**src/rtl/sigmoid_lut_writer.sv**
```systemverilog
// Loadable 64-entry sigmoid lookup table: sequential write port fills the table,
// then signed Q8.8 operands are mapped onto 0.25-wide bins and read with latency 1.
module sigmoid_lut_writer #(
   parameter int N         = 16,
   parameter int LUT_DEPTH = 64
) (
   input  logic         clk,
   input  logic         rst_n,
   input  logic         load_start,
   input  logic         wr_valid,
   input  logic [N-1:0] wr_data,
   output logic         wr_ready,
   output logic         load_done,
   output logic         lut_valid,
   input  logic         rd_en,
   input  logic [N-1:0] rd_in,
   output logic         rd_valid,
   output logic [N-1:0] rd_data
);

   typedef enum logic [1:0] {IDLE, LOAD, READY} state_t;

   localparam logic [5:0]         LAST_ADDR = 6'(LUT_DEPTH - 1);
   localparam logic signed [N:0]  IDX_MIN   = '0;
   localparam logic signed [N:0]  IDX_MAX   = (N+1)'(63);
   localparam logic signed [N:0]  IDX_OFF   = (N+1)'(32);

   state_t           state, state_nxt;
   logic [5:0]       addr, addr_nxt;
   logic             wr_en, done_nxt, lut_valid_nxt, rd_accept;
   logic signed [N:0] rd_ext, idx_wide;
   logic [5:0]       rd_idx;
   logic [N-1:0]     mem [LUT_DEPTH];

   // Saturate the biased bin number into the table range.
   function automatic logic [5:0] sat_idx(input logic signed [N:0] v);
      if (v < IDX_MIN)      return 6'd0;
      else if (v > IDX_MAX) return 6'd63;
      else                  return v[5:0];
   endfunction

   always_comb begin
      state_nxt     = state;
      addr_nxt      = addr;
      wr_en         = 1'b0;
      done_nxt      = 1'b0;
      lut_valid_nxt = lut_valid;
      wr_ready      = 1'b0;
      case (state)
         IDLE, READY: begin
            if (load_start) begin
               state_nxt     = LOAD;
               addr_nxt      = '0;
               lut_valid_nxt = 1'b0;
            end
         end
         LOAD: begin
            wr_ready = 1'b1;
            // A restart request wins over a beat arriving in the same cycle.
            if (load_start) begin
               addr_nxt = '0;
            end else if (wr_valid) begin
               wr_en    = 1'b1;
               addr_nxt = addr + 6'd1;
               if (addr == LAST_ADDR) begin
                  state_nxt     = READY;
                  done_nxt      = 1'b1;
                  lut_valid_nxt = 1'b1;
               end
            end
         end
         default: state_nxt = IDLE;
      endcase
   end

   always_ff @(posedge clk or negedge rst_n) begin
      if (!rst_n) begin
         state     <= IDLE;
         addr      <= '0;
         load_done <= 1'b0;
         lut_valid <= 1'b0;
      end else begin
         state     <= state_nxt;
         addr      <= addr_nxt;
         load_done <= done_nxt;
         lut_valid <= lut_valid_nxt;
      end
   end

   always_ff @(posedge clk) begin
      if (wr_en) mem[addr] <= wr_data;
   end

   // Lookup index: 64 LSBs per bin in Q8.8, biased so 0.0 lands on entry 32.
   assign rd_ext    = {rd_in[N-1], rd_in};
   assign idx_wide  = (rd_ext >>> 6) + IDX_OFF;
   assign rd_idx    = sat_idx(idx_wide);
   assign rd_accept = (state == READY) && rd_en;

   // Read stage: registered table output.
   always_ff @(posedge clk or negedge rst_n) begin
      if (!rst_n) begin
         rd_valid <= 1'b0;
         rd_data  <= '0;
      end else begin
         rd_valid <= rd_accept;
         if (rd_accept) rd_data <= mem[rd_idx];
      end
   end

endmodule

```
**config.mk**
```make
export PLATFORM = sky130hd
export DESIGN_NAME = sigmoid_lut_writer
export DESIGN_NICKNAME = d
export VERILOG_FILES = /design/src/rtl/sigmoid_lut_writer.sv
export SDC_FILE = /design/constraint.sdc
export NUM_CORES = 1
export LEC_CHECK = 0
export BUFFER_PORTS_ARGS = -buffer_cell sky130_fd_sc_hd__clkbuf_2
export CAP_MARGIN = 20
export CORE_AREA = 5 5 303 305
export DETAILED_ROUTE_END_ITERATION = 8
export DIE_AREA = 0 0 308 310
export SYNTH_ARGS = -nofsm -noshare
export SYNTH_HDL_FRONTEND = slang
export SYNTH_SLANG_ARGS = --single-unit
```
**constraint.sdc**
```tcl
create_clock -name clk -period 8.2 [get_ports clk]
set_input_delay 0.41 -clock clk [delete_from_list [all_inputs] [get_ports clk]]
set_output_delay 0.41 -clock clk [all_outputs]
set_load 0.1 [all_outputs]
```
# == Yosys cells after proc, flatten, opt, wreduce, memory -nomap -nowiden ==
# Memory sizes are Yosys's and may differ from the RTL's. A register that Yosys moved wholly into a read port is not among the register bits.
# Index checks and enable logic that the tools add are counted.
# op_classes
add_sub_neg,2
shift,0
muxes,26
bitwise_logic,0
n_lt_le_gt_ge,2
n_mul,0
reduce_logical,8
eq_ne,8
div,0
# op_table
op,n
$mux 6,5
$mux 1,14
$pmux 6 s2,1
$add 10x7->11 const B,1
$gt 11x7->1 const B,1
$lt 11x1->1 const B,1
$mux 2,4
$ne 2x2->1 const B,4
$add 6x1->6 const B,1
$eq 6x6->1 const B,1
$reduce_and 5->1,1
$pmux 2 s2,1
$reduce_and 4->1,1
$ne 3x3->1 const B,1
$reduce_and 3->1,1
$eq 2x1->1 const B,1
$eq 2x2->1 const B,1
$logic_not 2->1,1
$pmux 1 s2,1
$reduce_bool 2->1,1
$reduce_or 2->1,1
$logic_and 1x1->1,1
$logic_not 1->1,1
# word_totals
memories,1
ramBits,1024
word_cells,52
latch_bits,0
output_inout_bits,20
mem_bits_ro,0
register_bits,11
# mem_list
name,depth,word_bits,read_ports,rd_clocked_by_memory_dff,write_ports,line,text
mem,64,16,1,1,1,33,logic [N-1:0] mem [LUT_DEPTH];

# == Longest topological paths before layout ==
# Gate-level depths: netlist of the first run.
# depth
word_depth,5
depth_mapped,14
ltp_nobuf,10

# == Worst setup path after synthesis of the first run ==
# OpenSTA, ideal clock, no wires.
# synth_timing
path_kind,input -> register
from,input rd_in[11]
to,"register rd_data[11], read port of mem"
path_buffers,3
arrival_time_ps,2802
setup_ps,129
path_slack_ps,5269
cell_stages,13
required_time_ps,8071
path_cell_list,inv_1 > ha_1 > or2_1 > buf_2 > o31a_1 > o211ai_1 > buf_2 > buf_2 > mux2_2 > o21ai_0 > a32oi_1 > o211ai_1 > nand3_1
# synth_between
elab_chain_len,4
word_cells_on_any_way,5
cone_classes,1 x add/sub; 2 x order compare; 2 x mux
# synth_rtl
item,line,text
"start, declared",16,"input logic [N-1:0] rd_in,"
$add 10x7->11 *,96,assign idx_wide = (rd_ext >>> 6) + IDX_OFF;
$gt 11x7->1,38,else if (v > IDX_MAX) return 6'd63;
$mux 6,38,
$mux 6 *,37,if (v < IDX_MIN) return 6'd0;
"end, declared",18,output logic [N-1:0] rd_data
# Mark *: on every way between the ends. The rest lies on a longest branch, timed or not.
# A chain may end at the register's enable or synchronous reset.

# == Worst setup path after layout of the first run ==
# layout_timing
from,input rd_in[11]
to,"register rd_data[9], read port of mem"
# The elaborated chain is that of the path after synthesis.

==> results of run 1 <==
routing by layer:
layer / routed length [um] / track usage / share of wire
met1: 49200 / 0.345 / 0.40
met2: 58600 / 0.414 / 0.47
met3: 10500 / 0.0449 / 0.085
met4: 6180 / 0.115 / 0.050
met5: 7 / 0 / 0.000056
cell type report:
cell class                 count  share of cell area
timing repair buffer         177              0.0268
multi-input combinational   1717               0.208
antenna                        3            0.000157
clock buffer                 142              0.0620
inverter                      30             0.00236
clock inverter                53              0.0115
tap                         1176              0.0308
sequential                  1051               0.658
state kept, by name (all words and copies together) (netlist names):
signal and count:
addr 6, load_done 1, lut_valid 1, mem 1024
rd_data 16, rd_valid 1, state 2
worst max-delay path by stage:
stage               from                      end  slack, ps  cells past startpoint
2_1_floorplan  rd_in[11]  rd_data[11]$_DFFE_PN0P_       5270                     13
3_3_place_gp   rd_in[11]   rd_data[9]$_DFFE_PN0P_       3310                     12
3_5_place_dp   rd_in[11]   rd_data[9]$_DFFE_PN0P_       3250                     12
4_1_cts        rd_in[11]   rd_data[9]$_DFFE_PN0P_       3960                     12
5_1_grt        rd_in[11]   rd_data[9]$_DFFE_PN0P_       3680                     12
6_report       rd_in[11]   rd_data[9]$_DFFE_PN0P_       3840                     12
metrics by stage:
| stage | cells | power (mW) |
|---|---|---|
| after floorplan | 3026 | 6.83 |
| after global placement | 4148 | 7.23 |
| after detailed placement | 4148 | 7.25 |
| after CTS | 4344 | 12.1 |
| after global routing | 4346 | 12.3 |
| final | 4349 | 12.0 |
where the power goes:
group	leakage, nW	switching [mW]	internal [mW]
Sequential	9.55	0.0659	5.96
Clock	1.72	1.97	2.89
Combinational	4.15	0.888	0.237
Total	15.4	2.93	9.09
cells by family (layout without fill, tap and decap cells):
| logic type | after synthesis | in the layout |
|---|---|---|
| and+or+nand+nor | 1123 | 1123 |
| DFF | 1051 | 1051 |
| AOI/OAI and AO/OA | 540 | 540 |
| buffers and inverters | 258 | 402 |
| muxes | 47 | 47 |
| xor gates and xnor gates | 4 | 4 |
| adders and majority gates | 3 | 3 |
| other | 0 | 3 |
cells in the mapped netlist (20+ instances only):
| cell type | instances | area (sq um) |
|---|---|---|
| o311ai_0 | 20 | 175 |
| nand2_1 | 251 | 942 |
| a211oi_1 | 30 | 225 |
| nand2b_1 | 20 | 125 |
| o21ai_0 | 56 | 280 |
| o211ai_1 | 30 | 225 |
| a21oi_1 | 86 | 430 |
| nor2_1 | 281 | 1050 |
| nor3_1 | 384 | 1920 |
| a211o_1 | 25 | 219 |
| or3_1 | 29 | 181 |
| o32ai_1 | 113 | 990 |
| o31ai_1 | 51 | 383 |
| nand4_1 | 31 | 194 |
| nand3_1 | 61 | 305 |
| edfxtp_1 | 1024 | 30700 |
| o221ai_1 | 20 | 175 |
| clkbuf_1 | 127 | 477 |
| buf_2 | 73 | 365 |
| dfrtp_1 | 27 | 676 |
| mux2i_1 | 42 | 420 |
| nor4_1 | 30 | 188 |
| inv_1 | 30 | 113 |
==> metrics.cfg, run 1 <==
[die]
core_area_sq_um = 89000
start_util = 0.475
num_rows = 110
die_x_um = 308
dieArea_sq_um = 95500
die_h_um = 310
ioPinCount = 57

[synth]
syn_avg_cell_area_sq_um = 14.0
synth_top_family_by_area = simple AND/OR/NAND/NOR gates
async_flop_share = 0.0257
muxShareOfSynthArea = 0.0113
synth-edff-count = 1024
syn_nets = 3066
synthAdderAreaFrac = 0.000887
synth_compound_area_frac = 0.0960
ys_ff_latch = 1051
synth-xor-area-share = 0.000828
synth_seq_area_share = 0.742
synthSimpleGateAreaFrac = 0.122
yosysWarnings = 0
syn_area_sq_um = 42300
synth_flop_cell = edfxtp_1
synthCells = 3026
synthDistinctLibCells = 76

[critical_path]
crit_chain = clkbuf_2 -> ha_1 -> and3_1 -> a21o_1 -> o21ai_4 -> buf_4 -> buf_4 -> mux2i_1 -> o32ai_1 -> o21ai_0 -> nand4_1 -> or3_1
slowest_delay_ps = 820
r2r-end = mem[62][8]$_DFFE_PP_
cp.required_ps = 8740
cp_max_fo = 56
cp_top_family = buffers and inverters
critical_path_class = in -> reg
r2r_slack_ps = 4660
ff2ff_path_depth = 6
cp-start-kind = primary input
r2r_start = state[1]$_DFFE_PN0P_
crit_buf_inv = 3
cp_common_cell = buf_4
worst_setup_path_end_kind = flop
cpMaxStageDelayCell = o21ai_4
crit_arrival_ps = 4900

[place]
place_area_sq_um = 44200
dp_hpwl_um = 70200
globalplace.congestion = 0.889
preCtsSetupSlack_ps = 3250
port_buffers = 50

[timing]
finalCritPeriodShare = 0.532
setup_tns_ps = 0
setup_viol = 0
fmax_ghz = 0.229
post-route-min-period_ps = 4360
setup_ws_ps = 3840
maxSlewHeadroom = 0.237
fin_skew_ps = 27.8
tightest_slew_ps = 1140
rsz0062_at_grt = false
final.hold.worst_slack_ps = 42.9
timing.final.hold_violations = 0
drv_slew = 0

[clock_network]
cts-root-buf = clkbuf_16
clkSlewWorstSetupHoldPaths_ps = 60
cts.sinks = 1051
h-tree-depth = 3
insertion_delay_ps = 680
cts_buffers = 106
clockBufferDepth = 3
postCtsResizedCells = 0
cts_tree = done
ctsHoldBuffers = 1
postCtsSetupRepairBufs = 0

[detailed_routing]
wl_um = 125000
post_drt_wl_per_cell_um = 28.6
drc = 0
antenna_left = 0
drt_iter0_drc = 3222
vias_per_cell = 6.29
firstDrtPassIters = 6
via_count = 27352

[layout]
drive_above_1_share = 0.116
mostFrequentLayoutCell = edfxtp_1
syn_to_final_growth_pct = 12.8
nNetsFinal = 3123
fill_cells = 7148
fin_util = 0.536
design_area_sq_um = 47800
layout_common_cells = edfxtp_1, nor3_1, nor2_1
seq_area_sq_um = 31400
multi_input_area_sq_um = 9940

[hold_path]
timing.hold.worst_endpoint = addr[5]$_DFFE_PN0P_
min_path_cells = 2
min_from = load_start
hold_path_class = in -> reg

[job]
drv_cap = 0

[grt]
overflow = 0
grt.total_usage = 0.256
grt_max_degree = 156
grt_pass1_vias = 26880
grt_pass1_wl_um = 181000
antenna_found_initial = 8

[status]
run_status = complete, no violations

[pwr]
ir_drop_mv = 0.346
p_leak_nw = 15.4
p_per_area_nw_per_um2 = 252

Note: power is estimated with default switching activity, not from simulation.
==> run 2, diff against run 1 <==
Clock period 8.2 ns to 4.1 ns, I/O delays scaled along.
==> run 2 against run 1 <==
Net effect:
- global-route usage grew 0.56 points
- die area stayed put
- first-iteration DRC count is 5.2% higher
- total power up 99%
- utilization increased by 0.88 points
- critical endpoint is now rd_data[5]$_DFFE_PN0P_
- highest routed layer is now met4
==> metrics.cfg, run 2 (synthesized netlist as in run 1, its figures left out) <==
[status]
run_status = complete, no violations

[critical_path]
r2r_slack_ps = 1030  ; -3630 ps
r2r-end = mem[16][8]$_DFFE_PP_
crit_arrival_ps = 4090  ; -810 ps
cp_top_family = simple AND/OR/NAND/NOR gates
cp-start-kind = primary input
endpoint = rd_data[5]$_DFFE_PN0P_
worst_setup_path_end_kind = flop
cp_max_fo = 39  ; -30%
critical_path_class = in -> reg
cp.required_ps = 4670  ; -4070 ps
crit_chain = clkbuf_2 -> inv_1 -> ha_1 -> buf_4 -> nor2_1 -> o21ai_4 -> buf_12 -> buf_12 -> buf_4 -> nor2_1 -> nor3_1 -> nor4_1 -> nor4_1 -> buf_4 -> or3_1
critPathLaunch = rd_in[11]
cp_common_cell = buf_4
path_depth = 15  ; +3
ff2ff_path_depth = 6  ; unchanged
slowest_delay_ps = 680  ; -140 ps
crit_buf_inv = 7  ; +4
r2r_start = state[1]$_DFFE_PN0P_
cpMaxStageDelayCell = nor4_1

[place]
port_buffers = 50  ; unchanged
dp_hpwl_um = 75600  ; +7.7%
dpl.cell_count = 4230  ; +2.0%
place_area_sq_um = 45000  ; +1.8%
globalplace.congestion = 0.904  ; +1.7%
preCtsSetupSlack_ps = -66.5  ; -3320 ps

[grt]
antenna_found_initial = 5  ; -3
grt.total_usage = 0.262  ; +0.00560
overflow = 0  ; unchanged
grt_max_degree = 91  ; -42%
grt_pass1_wl_um = 185000  ; +2.1%
grt_pass1_vias = 27528  ; +2.4%

[pwr]
seqPwrFrac = 0.504  ; +0.002
ir_drop_mv = 0.687  ; +98%
p_clk_frac = 0.400  ; -0.005
p_int_mw = 18.0  ; +98%
p_total_mw = 24.0  ; +99%
p_sw_mw = 5.98  ; +100%
combPwrFrac = 0.097  ; +0.003
p_leak_nw = 15.9  ; +2.9%
p_per_area_nw_per_um2 = 494  ; +96%
switching_share = 0.249  ; +0.00592

[layout]
multi_input_area_sq_um = 9920  ; -0.28%
fin_util = 0.545  ; +0.00884
layout_common_cells = edfxtp_1, nor3_1, nor2_1
syn_to_final_growth_pct = 14.7
nNetsFinal = 3208  ; +2.7%
fill_cells = 7150  ; +0.028%
seq_area_sq_um = 31400  ; unchanged
mostFrequentLayoutCell = edfxtp_1
regMostFlops = mem
largest_reg_flops = 1024  ; unchanged
design_area_sq_um = 48500  ; +1.6%
drive_above_1_share = 0.136  ; +0.0198
fin_cells = 4434  ; +2.0%
reg.largest.list = mem x1024, rd_data x16, addr x6

[die]
dieArea_sq_um = 95500  ; unchanged
ioPinCount = 57  ; unchanged
core_area_sq_um = 89000  ; unchanged
num_rows = 110  ; unchanged
start_util = 0.475  ; unchanged
die_h_um = 310  ; unchanged
die_x_um = 308  ; unchanged

[timing]
maxSlewHeadroom = 0.341  ; +0.105
tightest_slew_ps = 988  ; -153 ps
fin_skew_ps = 27.2  ; -0.527 ps
drv_slew = 0  ; unchanged
finalCritPeriodShare = 0.857
setup_viol = 0  ; unchanged
post-route-min-period_ps = 3510
fmax_ghz = 0.285
setup_ws_ps = 586  ; -3250 ps
final.hold.worst_slack_ps = 170  ; +127 ps
timing.final.hold_violations = 0  ; unchanged
rsz0062_at_grt = false
setup_tns_ps = 0  ; unchanged

[detailed_routing]
wl_um = 126000  ; +1.4%
via_count = 27771  ; +1.5%
drt_iter0_drc = 3390  ; +5.2%
drc = 0  ; unchanged
vias_per_cell = 6.26  ; -0.41%
antenna_left = 0  ; unchanged
firstDrtPassIters = 6  ; unchanged
post_drt_wl_per_cell_um = 28.5  ; -0.56%

[clock_network]
postCtsSetupRepairBufs = 0  ; unchanged
cts_buffers = 109  ; +2.8%
insertion_delay_ps = 700  ; +20 ps
h-tree-depth = 3  ; unchanged
cts.sinks = 1051  ; unchanged
clockBufferDepth = 3  ; unchanged
clkSlewWorstSetupHoldPaths_ps = 60  ; about the same
cts-root-buf = clkbuf_16
cts_tree = done

[hold_path]
hold_path_class = in -> async

[job]
drv_cap = 0  ; unchanged

run 2: timing repair:
item | 4_1_cts | 5_1_grt
endpoints found under the hold margin | 35 | 0
resized for setup | 0 | 0
hold buffers | 3 | 0
run 2: cell type report:
type,instances,area share
tap,1176,0.0303
clock inverter,52,0.0102
multi-input combinational,1717,0.204
timing repair buffer,259,0.0438
inverter,30,0.00232
sequential,1051,0.647
clock buffer,144,0.0614
antenna,5,0.000258
run 2: how the worst min path moves through the flow:
| stage | start | end | slack, ps | depth (start not counted) |
|---|---|---|---|---|
| 2_1_floorplan | rst_n | addr[0]$_DFFE_PN0P_ | -90 | 0 |
| 3_3_place_gp | rst_n | state[0]$_DFFE_PN0P_ | 350 | 1 |
| 3_5_place_dp | rst_n | state[0]$_DFFE_PN0P_ | 370 | 1 |
| 4_1_cts | wr_data[13] | mem[47][13]$_DFFE_PP_ | 160 | 2 |
| 5_1_grt | wr_data[8] | mem[34][8]$_DFFE_PP_ | 180 | 2 |
| 6_report | rst_n | state[0]$_DFFE_PN0P_ | 170 | 2 |
run 2: power groups by stage:
stage,registers (mW),logic (mW),clock network [mW]
floorplan,12.7,0.959,0
detailed placement,12.3,2.30,0
CTS,12.1,2.31,9.69
global route,12.1,2.45,10.2
finish,12.1,2.32,9.58
global placement,12.3,2.27,0
run 2: metal layers:
layer / track usage / up-vias / wire [um]
met4: 0.114 / 0 / 6280
met3: 0.0397 / 301 / 10000
li1: - / 12127 / -
met2: 0.429 / 1369 / 60200
met5: 0 / - / 0
met1: 0.353 / 13974 / 49700
